<file path="config.mk">
export PLATFORM = sky130hd
export DESIGN_NAME = param_unlock_controller_flat
export DESIGN_NICKNAME = d
export VERILOG_FILES = /design/src/rtl/param_unlock_if.sv /design/src/rtl/param_unlock_controller.sv /design/src/flat_wrapper.sv
export SDC_FILE = /design/constraint.sdc
export NUM_CORES = 1
export LEC_CHECK = 0
export BUFFER_PORTS_ARGS = -buffer_cell sky130_fd_sc_hd__buf_2
export CAP_MARGIN = 20
export CORE_MARGIN = 3
export CORE_UTILIZATION = 49
export CTS_CLUSTER_DIAMETER = 120
export DETAILED_ROUTE_END_ITERATION = 12
export PLACE_DENSITY = 0.73
export SETUP_SLACK_MARGIN = 0.2
export SLEW_MARGIN = 30
export SYNTH_ARGS = -nofsm -noshare
export SYNTH_HDL_FRONTEND = slang
export SYNTH_SLANG_ARGS = --single-unit
</file>
<file path="constraint.sdc">
create_clock -name clk -period 1.47 [get_ports clk]
set_input_delay 0.294 -clock clk [delete_from_list [all_inputs] [get_ports clk]]
set_output_delay 0.294 -clock clk [all_outputs]
set_load 0.05 [all_outputs]
</file>
<file path="src/rtl/param_unlock_if.sv">
// Parallel code port and status bundle for param_unlock_controller.
// master drives code/password strobes; slave returns ready and results.
interface param_unlock_if #(
  parameter int N  = 4,
  parameter int FW = 2
);
  logic [N-1:0]  p_data;
  logic          p_valid;
  logic          p_ready;
  logic          pwd_wr;
  logic [N-1:0]  pwd_wdata;
  logic          unlock;
  logic          pwd_incorrect;
  logic          locked_out;
  logic [FW-1:0] fail_cnt;

  modport master (
    output p_data, p_valid, pwd_wr, pwd_wdata,
    input  p_ready, unlock, pwd_incorrect,
    input  locked_out, fail_cnt
  );

  modport slave (
    input  p_data, p_valid, pwd_wr, pwd_wdata,
    output p_ready, unlock, pwd_incorrect,
    output locked_out, fail_cnt
  );
endinterface

</file>
<file path="src/rtl/param_unlock_controller.sv">
// Serial N-bit unlock: latches a code, checks it LSB-first against a
// stored password, counts consecutive failures and enforces lockout.
// Ports: clk, rst_n (sync, active low), bus (param_unlock_if.slave):
//   p_data/p_valid/p_ready code port, pwd_wr/pwd_wdata password write,
//   unlock/pwd_incorrect result pulses, locked_out level, fail_cnt.
module param_unlock_controller #(
  parameter int          N           = 4,
  parameter logic [N-1:0] PWD_INIT   = 4'b1101,
  parameter int          MAX_FAIL    = 3,
  parameter int          LOCK_CYCLES = 16,
  parameter int          FW          = $clog2(MAX_FAIL + 1)
) (
  input logic           clk,
  input logic           rst_n,
  param_unlock_if.slave bus
);

  localparam int IW = $clog2(N);
  localparam int TW = $clog2(LOCK_CYCLES + 1);

  localparam logic [FW-1:0] FMAX  = FW'(MAX_FAIL);
  localparam logic [FW:0]   FMAX1 = (FW+1)'(MAX_FAIL);
  localparam logic [IW-1:0] ILAST = IW'(N - 1);
  localparam logic [TW-1:0] TLOAD = TW'(LOCK_CYCLES);
  localparam logic [TW-1:0] TONE  = TW'(1);

  typedef enum logic [1:0] {
    IDLE,
    SHIFT,
    LOCKOUT
  } state_t;

  state_t        state_q, state_d;
  logic [N-1:0]  pwd_q, pwd_d;
  logic [N-1:0]  sh_q, sh_d;
  logic [IW-1:0] idx_q, idx_d;
  logic          mis_q, mis_d;
  logic          ses_q, ses_d;
  logic [FW-1:0] fc_q, fc_d;
  logic [TW-1:0] tmr_q, tmr_d;
  logic          unl_q, unl_d;
  logic          inc_q, inc_d;

  logic          bit_mis;
  logic          mis_all;
  logic [FW:0]   fc_nx;
  logic          last_fail;

  assign bit_mis   = sh_q[0] ^ pwd_q[idx_q];
  assign mis_all   = mis_q | bit_mis;
  assign fc_nx     = {1'b0, fc_q} + (FW+1)'(1);
  assign last_fail = (fc_nx >= FMAX1);

  always_ff @(posedge clk) begin
    if (!rst_n) begin
      state_q <= IDLE;
      pwd_q   <= PWD_INIT;
      sh_q    <= '0;
      idx_q   <= '0;
      mis_q   <= 1'b0;
      ses_q   <= 1'b0;
      fc_q    <= '0;
      tmr_q   <= '0;
      unl_q   <= 1'b0;
      inc_q   <= 1'b0;
    end else begin
      state_q <= state_d;
      pwd_q   <= pwd_d;
      sh_q    <= sh_d;
      idx_q   <= idx_d;
      mis_q   <= mis_d;
      ses_q   <= ses_d;
      fc_q    <= fc_d;
      tmr_q   <= tmr_d;
      unl_q   <= unl_d;
      inc_q   <= inc_d;
    end
  end

  always_comb begin
    state_d     = state_q;
    pwd_d       = pwd_q;
    sh_d        = sh_q;
    idx_d       = idx_q;
    mis_d       = mis_q;
    ses_d       = ses_q;
    fc_d        = fc_q;
    tmr_d       = tmr_q;
    unl_d       = 1'b0;
    inc_d       = 1'b0;
    bus.p_ready = 1'b0;

    unique case (state_q)
      IDLE: begin
        // a write strobe holds off any code for this cycle
        bus.p_ready = !bus.pwd_wr;
        if (bus.pwd_wr) begin
          if (ses_q) begin
            pwd_d = bus.pwd_wdata;
            ses_d = 1'b0;
          end
        end else if (bus.p_valid) begin
          sh_d    = bus.p_data;
          mis_d   = 1'b0;
          idx_d   = '0;
          state_d = SHIFT;
        end
      end

      SHIFT: begin
        sh_d  = sh_q >> 1;
        idx_d = idx_q + IW'(1);
        mis_d = mis_all;
        if (idx_q == ILAST) begin
          state_d = IDLE;
          if (!mis_all) begin
            unl_d = 1'b1;
            fc_d  = '0;
            ses_d = 1'b1;
          end else begin
            inc_d = 1'b1;
            ses_d = 1'b0;
            if (last_fail) begin
              fc_d    = FMAX;
              tmr_d   = TLOAD;
              state_d = LOCKOUT;
            end else begin
              fc_d = fc_nx[FW-1:0];
            end
          end
        end
      end

      LOCKOUT: begin
        tmr_d = tmr_q - TONE;
        if (tmr_q == TONE) begin
          state_d = IDLE;
          fc_d    = '0;
        end
      end

      default: state_d = IDLE;
    endcase
  end

  assign bus.unlock        = unl_q;
  assign bus.pwd_incorrect = inc_q;
  assign bus.locked_out    = (state_q == LOCKOUT);
  assign bus.fail_cnt      = fc_q;

endmodule

</file>
<file path="src/flat_wrapper.sv">
// flat-port wrapper written by rule: the top's interface ports become plain ports
module param_unlock_controller_flat 
#(
  parameter int          N           = 4,
  parameter logic [N-1:0] PWD_INIT   = 4'b1101,
  parameter int          MAX_FAIL    = 3,
  parameter int          LOCK_CYCLES = 16,
  parameter int          FW          = $clog2(MAX_FAIL + 1)
)
  (clk, rst_n, bus_p_data, bus_p_valid, bus_pwd_wr, bus_pwd_wdata, bus_p_ready, bus_unlock, bus_pwd_incorrect, bus_locked_out, bus_fail_cnt);
  param_unlock_if #(.N(N), .FW(FW)) bus_i ();
  input logic clk;
  input logic rst_n;
  input wire logic [$bits(bus_i.p_data)-1:0] bus_p_data;
  input wire logic [$bits(bus_i.p_valid)-1:0] bus_p_valid;
  input wire logic [$bits(bus_i.pwd_wr)-1:0] bus_pwd_wr;
  input wire logic [$bits(bus_i.pwd_wdata)-1:0] bus_pwd_wdata;
  output wire logic [$bits(bus_i.p_ready)-1:0] bus_p_ready;
  output wire logic [$bits(bus_i.unlock)-1:0] bus_unlock;
  output wire logic [$bits(bus_i.pwd_incorrect)-1:0] bus_pwd_incorrect;
  output wire logic [$bits(bus_i.locked_out)-1:0] bus_locked_out;
  output wire logic [$bits(bus_i.fail_cnt)-1:0] bus_fail_cnt;
  assign bus_i.p_data = bus_p_data;
  assign bus_i.p_valid = bus_p_valid;
  assign bus_i.pwd_wr = bus_pwd_wr;
  assign bus_i.pwd_wdata = bus_pwd_wdata;
  assign bus_p_ready = bus_i.p_ready;
  assign bus_unlock = bus_i.unlock;
  assign bus_pwd_incorrect = bus_i.pwd_incorrect;
  assign bus_locked_out = bus_i.locked_out;
  assign bus_fail_cnt = bus_i.fail_cnt;
  param_unlock_controller #(.N(N), .PWD_INIT(PWD_INIT), .MAX_FAIL(MAX_FAIL), .LOCK_CYCLES(LOCK_CYCLES), .FW(FW)) u_core (.clk(clk), .rst_n(rst_n), .bus(bus_i));
endmodule
</file>
==> results.md <==
* Via density at around 5.8
* GPL Wtd Cong at 0.869
* Die X at 56.2 um
* Power Density at 958 nW/um^2
* Core area at 2300 um^2
* Top-area cell type share of the netlist area at 0.373
* Initial antenna violation count at 0
* Post-route DRC violation count at 0
* Share of cells above drive strength 1 at 0.472
* Die height at 56.2 um
* Area Overhead vs Synth at 45.1%
* Worst R2R Setup Slack at -0.12 ns
* Number of global-route vias before repair at 1,128
* Clock Root Buffer: clkbuf_4
* Worst Hold Depth at 3
* Worst hold start: bus_pwd_wdata[2]
* CP required at 1.74 ns
* Detail Placement HPWL at 2030 um
* Synth Instances at 140
* CTS tree: done
* Static leakage at 0.737 nW
* H-tree depth at 1
* FF-to-FF Start: u_core.idx_q[1]
* Cell accounting for the most synthesized area: dfxtp_1
* Worst setup EP type: register
* Overall power at 1.72 mW
* Cell count after placement at between 150 and 200
* Register-to-Register Path Depth at 5
* Final setup viols at 10
* Most frequent cell after synthesis: dfxtp_1
* Startpoint types: register
* Worst Hold Path EP: u_core.pwd_q[2]
* Period utilisation layout at 1.08
* Post-Syn Nets at ~160
* Worst EP arrival at around 1.9 ns
* Switching Share at 0.366
* Crit path max fanout at 6
* Worst slack, placed at -0.119 ns
* First-pass GRT wire length at 5350 um
* FMAX at 629 MHz
* Number of vias in the routed layout at about 1,200
* Final Max Tran Viols at 0
* DRT iter0 DRCs at between 40 and 50
* Die area at roughly 3200 um^2
* Int Power at 1.09 mW
* Max-Cap Viols at 0
* Fin cells at ~200
* Total grt overflow at 0
* Clk network pwr share at 0.190
* Post-synth top cells: dfxtp_1 (23), nor2_1 (18), mux2i_1 (13)
* Layout Skew at 0.00554 ns
* Net switching power at 0.628 mW
* Crit path time final at between 1.5 and 2 ns
* First-pass iteration count of the detailed router at 4
* Fraction of registers with async set/reset at 0
* Clk_lat worst skew at 0.34 ns
* Worst r2r dst: u_core.tmr_q[2]
* Synth Area per Inst at 8.82 um^2
* Distinct cells, synth at 37
* Violated checks: setup timing
* Wire per inst at 17.0 um
* Post-Syn Area at between 1000 and 1500 um^2
* Synthesis Warnings at 0
* Worst slew pin tran at 0.434 ns
* Clock buffer depth at 2
* Run status: complete, but fails checks
* Number of diodes at 0
* Port bufs at 17
* Std-Cell Rows at 17
* Gr usage total at 0.218
* Clk sink count at 23
* Synth Flop Type: dfxtp_1
* Min setup slack post-route at -0.120 ns
* Comb power frac at 0.400
* RSZ-0062 raised after global routing: yes
* Final Hold Vio Count at 0
* Starting Density at 0.538
* CP Class: register to register
* Peak supply drop at 595 uV
* Number of flops mapped to enable cells by yosys at 0
* # IOs at 18
* Largest net degree at the start of global routing at 15
* Rel. slew slack at 0.708
* Layout fillers at between 150 and 200
* WL final at approximately 3500 um
* Post-synthesis register bit count at 23
* Remaining antenna violation count at 0
* Cts bufs inserted at 3
* Top cells by area, synth: dfxtp_1 (37%), mux2i_1 (11%), ha_1 (6.1%)
* Sequential area share after synthesis at 0.373
* Min-delay worst type: input port to register
* Clk slew on worst S/H paths at 0.14 ns
* NumNets Final at 197
* Flop pwr share at 0.410
-- worst max-delay path, stage by stage, from the launching register on --
cell       delay (ns)
dfxtp_4          0.40
mux2i_4          0.19
xnor2_2          0.27
a2bb2oi_4        0.27
a41oi_2          0.19
o22ai_1          0.20
-- power by group through the flow --
stage | clock network, mW | logic [mW] | registers [mW]
2_1_floorplan | 0 | 0.313 | 0.736
3_3_place_gp | 0 | 0.432 | 0.708
3_5_place_dp | 0 | 0.441 | 0.711
4_1_cts | 0.314 | 0.611 | 0.696
5_1_grt | 0.365 | 0.723 | 0.709
6_report | 0.326 | 0.687 | 0.704
-- layout make-up --
class                      instances  area (um^2)  share of cell area
clock buffer                       3         22.5              0.0126
clock inverter                     1         5.00             0.00279
inverter                           8         32.5              0.0182
multi-input combinational        105          913               0.510
sequential                        23          473               0.264
tap                               28         35.0              0.0196
timing repair buffer              38          310               0.173
-- layout by cell type (no fill, tap or decap), types with 3 or more instances in the layout --
cell and count:
clkbuf_4 3, nand2_1 10, a211oi_2 3, inv_1 4
ha_4 3, o22ai_1 3, mux2i_1 10, nor2_1 17
dfxtp_2 4, a21oi_1 8, nor2b_1 3, buf_6 8
buf_2 13, dfxtp_1 17, inv_2 3, nor3_1 4
buf_4 14
-- flip-flops by register name (all words and copies together), names as in the netlist --
register and count:
u_core.mis_q 1, u_core.pwd_q 4, u_core.tmr_q 5, u_core.bus.fail_cnt 2, u_core.state_q 2, u_core.bus.pwd_incorrect 1
u_core.ses_q 1, u_core.sh_q 4, u_core.idx_q 2, u_core.bus.unlock 1
-- worst max-delay path by stage --
stage / slack (ns) / endpoint / cells past startpoint / start
finish: -0.12 / u_core.tmr_q[2] / 5 / u_core.idx_q[1]
global route: -0.17 / u_core.tmr_q[0] / 6 / u_core.idx_q[1]
CTS: -0.04 / u_core.tmr_q[4] / 5 / u_core.idx_q[1]
detailed placement: -0.12 / u_core.tmr_q[4] / 6 / u_core.idx_q[1]
global placement: -0.04 / u_core.tmr_q[4] / 6 / u_core.idx_q[1]
floorplan: 0.03 / u_core.state_q[1] / 7 / u_core.state_q[0]
-- metrics by stage --
step / instance area (um^2) / utilization / setup TNS (ns) / hold WS (ns)
2_1_floorplan: 1280 / - / 0 / 0.419
3_3_place_gp: 1440 / 0.628 / -0.0610 / 0.459
3_5_place_dp: 1440 / 0.628 / -0.315 / 0.465
4_1_cts: 1710 / 0.745 / -0.232 / 0.168
5_1_grt: 1790 / 0.780 / -1.65 / 0.136
6_report: 1790 / 0.780 / -0.569 / 0.147
-- metal layers --
| metal | GRT usage | share of wire | routed length, um |
|---|---|---|---|
| met5 | 0 | 0 | 0 |
| met4 | 0.102 | 0.019 | 65 |
| met3 | 0.0278 | 0.059 | 206 |
| met2 | 0.347 | 0.47 | 1640 |
| met1 | 0.291 | 0.45 | 1590 |
-- logic make-up after synthesis --
logic type / after synthesis / share of synthesized area
AOI/OAI and AO/OA: 29 / 0.174
xor gates and xnor gates: 2 / 0.0203
adders and majority gates: 6 / 0.0608
buffers and inverters: 12 / 0.0486
DFF: 23 / 0.373
muxes: 13 / 0.105
and+or+nand+nor: 55 / 0.218
-- timing repair --
item	CTS	global route
setup endpoints to repair	27	27
gates cloned	1	0
hold buffers	0	0
pin swaps	20	13
endpoints found under the hold margin	0	0
buffers inserted	7	3
gates resized for setup	46	13
Note: power is estimated with default switching activity, not from simulation.
